### config.mk
export PLATFORM = sky130hd
export DESIGN_NAME = data_ram_arbiter
export DESIGN_NICKNAME = d
export VERILOG_FILES = /design/src/rtl/data_ram_arbiter.sv
export SDC_FILE = /design/constraint.sdc
export NUM_CORES = 1
export LEC_CHECK = 0
export CORE_ASPECT_RATIO = 1.25
export CORE_MARGIN = 3
export CORE_UTILIZATION = 33
export DETAILED_ROUTE_END_ITERATION = 6
export GPL_ROUTABILITY_DRIVEN = 1
export PLACE_DENSITY = 0.84
export RECOVER_POWER = 100
export SYNTH_ARGS = -nofsm -noshare
export SYNTH_HDL_FRONTEND = slang
export SYNTH_SLANG_ARGS = --single-unit
### constraint.sdc
create_clock -name CLK -period 1.9 [get_ports CLK]
set_clock_uncertainty 0.05 [all_clocks]
set_input_delay 0.19 -clock CLK [delete_from_list [all_inputs] [get_ports CLK]]
set_output_delay 0.19 -clock CLK [all_outputs]
set_load 0.1 [all_outputs]
### src/rtl/data_ram_arbiter.sv
// data_ram_arbiter: shares one single-port data RAM between the core load/store
// port and the DMA/debug port. One access per cycle, grant in the request cycle,
// read data registered one cycle later. DMA may lock the port for bursts of at
// most MAX_LOCK grants, after which the core gets one cycle of priority.
// Build option: define DRAM_ARB_RR_EN for round-robin contention resolution;
// otherwise the core always wins contention in the ARB state.
module data_ram_arbiter #(
  parameter int AW       = 8,
  parameter int DW       = 8,
  parameter int MAX_LOCK = 4
) (
  input  logic          CLK,
  input  logic          RST_N,
  input  logic          core_req,
  input  logic          core_we,
  input  logic [AW-1:0] core_addr,
  input  logic [DW-1:0] core_wdata,
  output logic          core_gnt,
  output logic [DW-1:0] core_rdata,
  output logic          core_rvalid,
  input  logic          dma_req,
  input  logic          dma_we,
  input  logic [AW-1:0] dma_addr,
  input  logic [DW-1:0] dma_wdata,
  output logic          dma_gnt,
  output logic [DW-1:0] dma_rdata,
  output logic          dma_rvalid,
  input  logic          dma_lock,
  output logic [AW-1:0] ram_addr,
  output logic          ram_we,
  output logic [DW-1:0] ram_wdata,
  input  logic [DW-1:0] ram_rdata
);

  localparam int CW = $clog2(MAX_LOCK + 1);
  localparam logic [CW-1:0] LOCK_MAX = CW'(MAX_LOCK);

  typedef enum logic {ST_ARB = 1'b0, ST_LOCKED = 1'b1} state_t;

  state_t        state_reg, state_next;
  logic [CW-1:0] lock_cnt_reg, lock_cnt_next;
  logic [CW-1:0] lock_cnt_inc;
  logic          lock_full;
  logic          core_wins;

  logic          core_rvalid_reg, dma_rvalid_reg;
  logic [DW-1:0] core_rdata_reg, dma_rdata_reg;

  // lock_cnt is kept at zero outside LOCKED, so the increment also gives the
  // count for the first locked grant taken from ARB.
  assign lock_cnt_inc = lock_cnt_reg + 1'b1;
  assign lock_full    = dma_gnt & dma_lock & (lock_cnt_inc == LOCK_MAX);

`ifdef DRAM_ARB_RR_EN
  logic last_winner_reg;   // 1 = DMA won the last contended cycle
  logic force_core_reg;    // core priority for the cycle after a forced release

  assign core_wins = force_core_reg | last_winner_reg;

  // Round-robin history and post-release core priority
  always_ff @(posedge CLK) begin
    if (!RST_N) begin
      last_winner_reg <= 1'b1;
      force_core_reg  <= 1'b0;
    end else begin
      if (core_req && dma_req && (core_gnt || dma_gnt))
        last_winner_reg <= dma_gnt;
      force_core_reg <= lock_full;
    end
  end
`else
  assign core_wins = 1'b1;
`endif

  // State register and lock counter
  always_ff @(posedge CLK) begin
    if (!RST_N) begin
      state_reg    <= ST_ARB;
      lock_cnt_reg <= '0;
    end else begin
      state_reg    <= state_next;
      lock_cnt_reg <= lock_cnt_next;
    end
  end

  // Next state: stay or enter LOCKED only while DMA keeps a locked grant below the limit
  always_comb begin
    state_next    = ST_ARB;
    lock_cnt_next = '0;
    if (dma_gnt && dma_lock && !lock_full) begin
      state_next    = ST_LOCKED;
      lock_cnt_next = lock_cnt_inc;
    end
  end

  // Grants and RAM port mux
  always_comb begin
    core_gnt = 1'b0;
    dma_gnt  = 1'b0;
    if (RST_N) begin
      if (state_reg == ST_LOCKED) begin
        dma_gnt  = dma_req;
        core_gnt = core_req & ~dma_req;
      end else if (core_req && dma_req) begin
        core_gnt = core_wins;
        dma_gnt  = ~core_wins;
      end else begin
        core_gnt = core_req;
        dma_gnt  = dma_req;
      end
    end
    ram_addr  = dma_gnt ? dma_addr  : core_addr;
    ram_wdata = dma_gnt ? dma_wdata : core_wdata;
    ram_we    = (core_gnt & core_we) | (dma_gnt & dma_we);
  end

  // Registered read data and one-cycle valid pulses
  always_ff @(posedge CLK) begin
    if (!RST_N) begin
      core_rvalid_reg <= 1'b0;
      dma_rvalid_reg  <= 1'b0;
      core_rdata_reg  <= '0;
      dma_rdata_reg   <= '0;
    end else begin
      core_rvalid_reg <= core_gnt & ~core_we;
      dma_rvalid_reg  <= dma_gnt & ~dma_we;
      if (core_gnt && !core_we) core_rdata_reg <= ram_rdata;
      if (dma_gnt && !dma_we)   dma_rdata_reg  <= ram_rdata;
    end
  end

  assign core_rvalid = core_rvalid_reg;
  assign dma_rvalid  = dma_rvalid_reg;
  assign core_rdata  = core_rdata_reg;
  assign dma_rdata   = dma_rdata_reg;

endmodule

==> impl_metrics.xml, run 1 <==
<?xml version="1.0" encoding="UTF-8"?>
<metrics>
  <group name="run_status">
    <metric name="result_of_the_run" unit="">finished, final reports clean</metric>
  </group>
  <group name="power">
    <metric name="reported_net_switching_power" unit="µW">545</metric>
    <metric name="power.total" unit="µW">1500</metric>
    <metric name="power_dens_cells" unit="mW/mm²">671</metric>
    <metric name="part_of_the_total_power_dissipated_in_combinational_logic" unit="%">44.0</metric>
    <metric name="p_leak" unit="µW">0.00107</metric>
    <metric name="vdd_ir_drop_max" unit="µV">864</metric>
    <metric name="internal-power" unit="µW">953</metric>
    <metric name="pwr-share-seq" unit="%">32.0</metric>
    <metric name="netSwitchingFraction" unit="%">36.4</metric>
    <metric name="power_frac_clock" unit="%">24.0</metric>
  </group>
  <group name="routing">
    <metric name="detailed_routing_iterations_pass_1" unit="">4</metric>
    <metric name="wl_per_cell" unit="µm">15.3</metric>
    <metric name="drtAntennaViolNets" unit="">0</metric>
    <metric name="vias" unit="">1071</metric>
    <metric name="drt_first_iter_violations" unit="">32</metric>
    <metric name="avgViaCountPerCell" unit="">4.64</metric>
    <metric name="detail_route.wirelength" unit="mm">3.53</metric>
    <metric name="drt_drc_violations_left" unit="">0</metric>
  </group>
  <group name="job">
    <metric name="timing.max_cap.violations" unit="">0</metric>
  </group>
  <group name="die">
    <metric name="die_y" unit="µm">70.3</metric>
    <metric name="boundaryPins" unit="">84</metric>
    <metric name="placement_rows" unit="">22</metric>
    <metric name="start_util" unit="%">35.7</metric>
    <metric name="dieArea" unit="mm²">0.00403</metric>
    <metric name="die_w" unit="µm">57.4</metric>
    <metric name="placeableCoreArea" unit="mm²">0.00306</metric>
  </group>
  <group name="global_routing">
    <metric name="groute.layer.met2.usage" unit="%">29.8</metric>
    <metric name="grt_overflow" unit="">0</metric>
    <metric name="grt_pass1_wl" unit="mm">5.29</metric>
    <metric name="grtUsageMet3" unit="%">4.44</metric>
    <metric name="gr-usage-all-layers" unit="%">16.7</metric>
    <metric name="grt_util_met1" unit="%">18.2</metric>
    <metric name="grt_antenna_before_repair" unit="">0</metric>
    <metric name="grt_pass1_vias" unit="">1108</metric>
    <metric name="grt_most_used_layer" unit="">met2</metric>
    <metric name="maximum_number_of_pins_on_one_net_before_global_route_repair" unit="">26</metric>
  </group>
  <group name="logic_synthesis">
    <metric name="syn_area" unit="mm²">0.00109</metric>
    <metric name="synth.ff_latch_count" unit="">22</metric>
    <metric name="netlist_top_cells_count" unit="">nand2_1, dfxtp_1, mux2i_1</metric>
    <metric name="synth_top_area_share" unit="%">40.4</metric>
    <metric name="largest_cells_by_area_after_synthesis" unit="">dfxtp_1, mux2i_1, mux2_4</metric>
    <metric name="number_of_flops_mapped_to_enable_cells_by_yosys" unit="">0</metric>
    <metric name="synth_sequential_area_ratio" unit="%">40.4</metric>
    <metric name="synth_flop_cell" unit="">dfxtp_1</metric>
    <metric name="async_set_or_reset_register_ratio_after_synthesis" unit="%">0</metric>
    <metric name="synth.yosys.warnings" unit="">0</metric>
    <metric name="syn_avg_cell_area" unit="µm²">10.6</metric>
    <metric name="yosysMostFrequentCell" unit="">nand2_1</metric>
    <metric name="yosys.cell_types.count" unit="">23</metric>
    <metric name="post_synth_inst_count" unit="">103</metric>
    <metric name="yosys.area.top_type" unit="">dfxtp_1</metric>
    <metric name="postSynthNetCount" unit="">152</metric>
  </group>
  <group name="sta">
    <metric name="rsz_0062_raised_after_global_routing" unit="">true</metric>
    <metric name="fmax" unit="MHz">529</metric>
    <metric name="finalCritPeriodShare" unit="%">99.4</metric>
    <metric name="timing_hold_violations_final" unit="">0</metric>
    <metric name="final_max_slew_viol_count" unit="">0</metric>
    <metric name="hold-worst-slack" unit="ns">0.217</metric>
    <metric name="timing.final.crit_period" unit="ns">1.89</metric>
    <metric name="timing.max_slew.rel_slack" unit="%">57.1</metric>
    <metric name="setup_violations" unit="">0</metric>
    <metric name="slew_worst_pin" unit="ns">0.644</metric>
  </group>
  <group name="placed_design">
    <metric name="post-dp-hpwl" unit="mm">2.85</metric>
    <metric name="place.gp.congestion" unit="">0.784</metric>
    <metric name="dpl-instance-area" unit="mm²">0.00216</metric>
    <metric name="input_output_buffers" unit="">83</metric>
  </group>
  <group name="setup_path">
    <metric name="worstSetupStartpointType" unit="">flip-flop</metric>
    <metric name="setup.worst_path.end" unit="">ram_wdata[0]</metric>
    <metric name="critical_path.max_fanout" unit="">8</metric>
    <metric name="number_of_cell_instances_on_the_worst_register_to_register_path" unit="">4</metric>
    <metric name="timing.reg2reg.setup_slack" unit="ns">0.28</metric>
    <metric name="worstSetupStartpoint" unit="">state_reg$_SDFF_PN0_</metric>
    <metric name="worst_r2r_startpoint" unit="">state_reg$_SDFF_PN0_</metric>
    <metric name="critical_path.reg2reg.endpoint" unit="">core_rdata[0]$_SDFFE_PN0P_</metric>
    <metric name="crit_path_end_kind" unit="">output port</metric>
    <metric name="timing.critical_path.required" unit="ns">1.66</metric>
    <metric name="worst-endpoint-arrival" unit="ns">1.65</metric>
    <metric name="timing.setup.critical_path_class" unit="">reg -&gt; out</metric>
  </group>
  <group name="cells_and_area">
    <metric name="num-nets-final" unit="">245</metric>
    <metric name="drive_gt1_share" unit="%">40.0</metric>
    <metric name="insertedDiodeCount" unit="">0</metric>
    <metric name="postLayoutCoreUtil" unit="%">73.1</metric>
    <metric name="final_area" unit="mm²">0.00223</metric>
    <metric name="syn2layout_area_growth" unit="%">105</metric>
  </group>
  <group name="clock_tree">
    <metric name="clk_root_buffer_cell" unit="">clkbuf_4</metric>
    <metric name="clk_latency" unit="ns">0.31</metric>
    <metric name="worst_setup_hold_path_clk_slew" unit="ns">0.12</metric>
    <metric name="cts_htree_levels" unit="">1</metric>
    <metric name="cts_made_buffers" unit="">3</metric>
    <metric name="clock_sink_count" unit="">22</metric>
    <metric name="max-clock-path-buffers" unit="">2</metric>
    <metric name="clock_tree_from_tritoncts" unit="">done</metric>
  </group>
  <group name="min_path">
    <metric name="worst_hold_path_type" unit="">in -&gt; reg</metric>
  </group>
</metrics>
[cell usage in the layout, fill, tap and decap left out]
cell | netlist | routed
xor2_1 | 1 | 1
nand2_1 | 25 | 25
mux2i_1 | 16 | 16
buf_12 | 0 | 20
buf_6 | 1 | 1
nand2_2 | 1 | 1
dlygate4sd2_1 | 0 | 1
or2_4 | 0 | 1
nor2b_4 | 0 | 1
nor2b_1 | 2 | 1
clkbuf_1 | 2 | 1
clkbuf_16 | 0 | 1
dfxtp_4 | 0 | 1
dlymetal6s2s_1 | 0 | 2
dfxtp_1 | 22 | 21
or3_1 | 1 | 1
a2111oi_2 | 1 | 1
ha_1 | 2 | 2
a21oi_2 | 0 | 1
buf_4 | 1 | 8
nor4b_2 | 1 | 1
clkinvlp_4 | 0 | 1
and2_1 | 1 | 1
clkbuf_2 | 0 | 18
a211oi_2 | 0 | 1
a22o_4 | 0 | 1
clkbuf_4 | 0 | 3
clkdlybuf4s50_1 | 0 | 43
bufinv_16 | 0 | 1
mux2_4 | 8 | 10
inv_1 | 3 | 2
mux2_2 | 8 | 6
[worst min-delay path by stage]
stage	endpoint	from	cells past startpoint
4_1_cts	state_reg$_SDFF_PN0_	core_req	4
3_3_place_gp	lock_cnt_reg[0]$_SDFF_PN0_	lock_cnt_reg[0]$_SDFF_PN0_	1
3_5_place_dp	core_rdata[4]$_SDFFE_PN0P_	core_rdata[4]$_SDFFE_PN0P_	2
2_1_floorplan	state_reg$_SDFF_PN0_	dma_req	2
5_1_grt	state_reg$_SDFF_PN0_	dma_req	4
6_report	state_reg$_SDFF_PN0_	dma_req	4
[worst max-delay path, stage by stage (launching register included)]
cell and delay [ns]:
dfxtp_4 0.38, nor2b_4 0.04, or2_4 0.26, clkbuf_16 0.18
mux2_4 0.31, buf_12 0.17
[per-stage QoR]
stage	worst slack, ns	std cells	setup TNS (ns)
floorplan	-0.135	103	-0.135
global placement	-0.0317	224	-0.449
detailed placement	-0.0847	224	-1.07
CTS	-0.0571	228	-0.692
global route	-0.0384	231	-0.375
finish	0.0114	231	0
[what timing repair did]
action	4_1_cts	5_1_grt
gates resized for setup	1	8
hold endpoints to repair	0	0
cloned	0	1
hold buffers	0	0
setup endpoints to repair	16	17
pin swaps	0	1
buffers inserted	0	2
[cell type report]
cell class | instances | area [µm²]
inverters | 3 | 15.0
multi-input cells | 71 | 622
fillers | 238 | 822
repair buffers | 95 | 1050
well taps | 36 | 45.0
clock inverters | 1 | 30.0
flip-flops and latches | 22 | 444
clock buffers | 3 | 22.5
[routing by layer]
| metal | up-vias | part of all wire [%] |
|---|---|---|
| li1 | 529 | - |
| met1 | 506 | 35 |
| met2 | 28 | 59 |
| met3 | 8 | 3.5 |
| met4 | 0 | 2.3 |
| met5 | - | 0 |
[kinds of logic (layout without fill, tap and decap cells)]
| logic type | Yosys count | after routing | share of synthesized area, % |
|---|---|---|---|
| xor+xnor | 1 | 1 | 0.804 |
| mux | 32 | 32 | 34.0 |
| buf+inv | 10 | 102 | 5.74 |
| flops | 22 | 22 | 40.4 |
| fa+ha+maj | 2 | 2 | 2.30 |
| simple gates | 32 | 32 | 13.4 |
| compound gates | 4 | 4 | 3.33 |
[power by group through the flow]
stage	Clock, µW	Combinational [µW]	Sequential [µW]
after floorplan	0	306	572
after global placement	0	649	491
after detailed placement	0	657	492
after CTS	361	658	481
after global routing	381	678	482
final	359	660	480
Note: power is estimated with default switching activity, not from simulation.
==> inputs of run 2 (changes only) <==
CTS_CLUSTER_DIAMETER = 120   (was default)
==> results of run 2 <==
Same layout as run 1: the final DEF is identical, and so are final timing and power.
==> inputs of run 3 (changes only) <==
CAP_MARGIN = 20   (was default)
==> results of run 3 <==
Same layout as run 1: the final DEF is identical, and so are final timing and power.
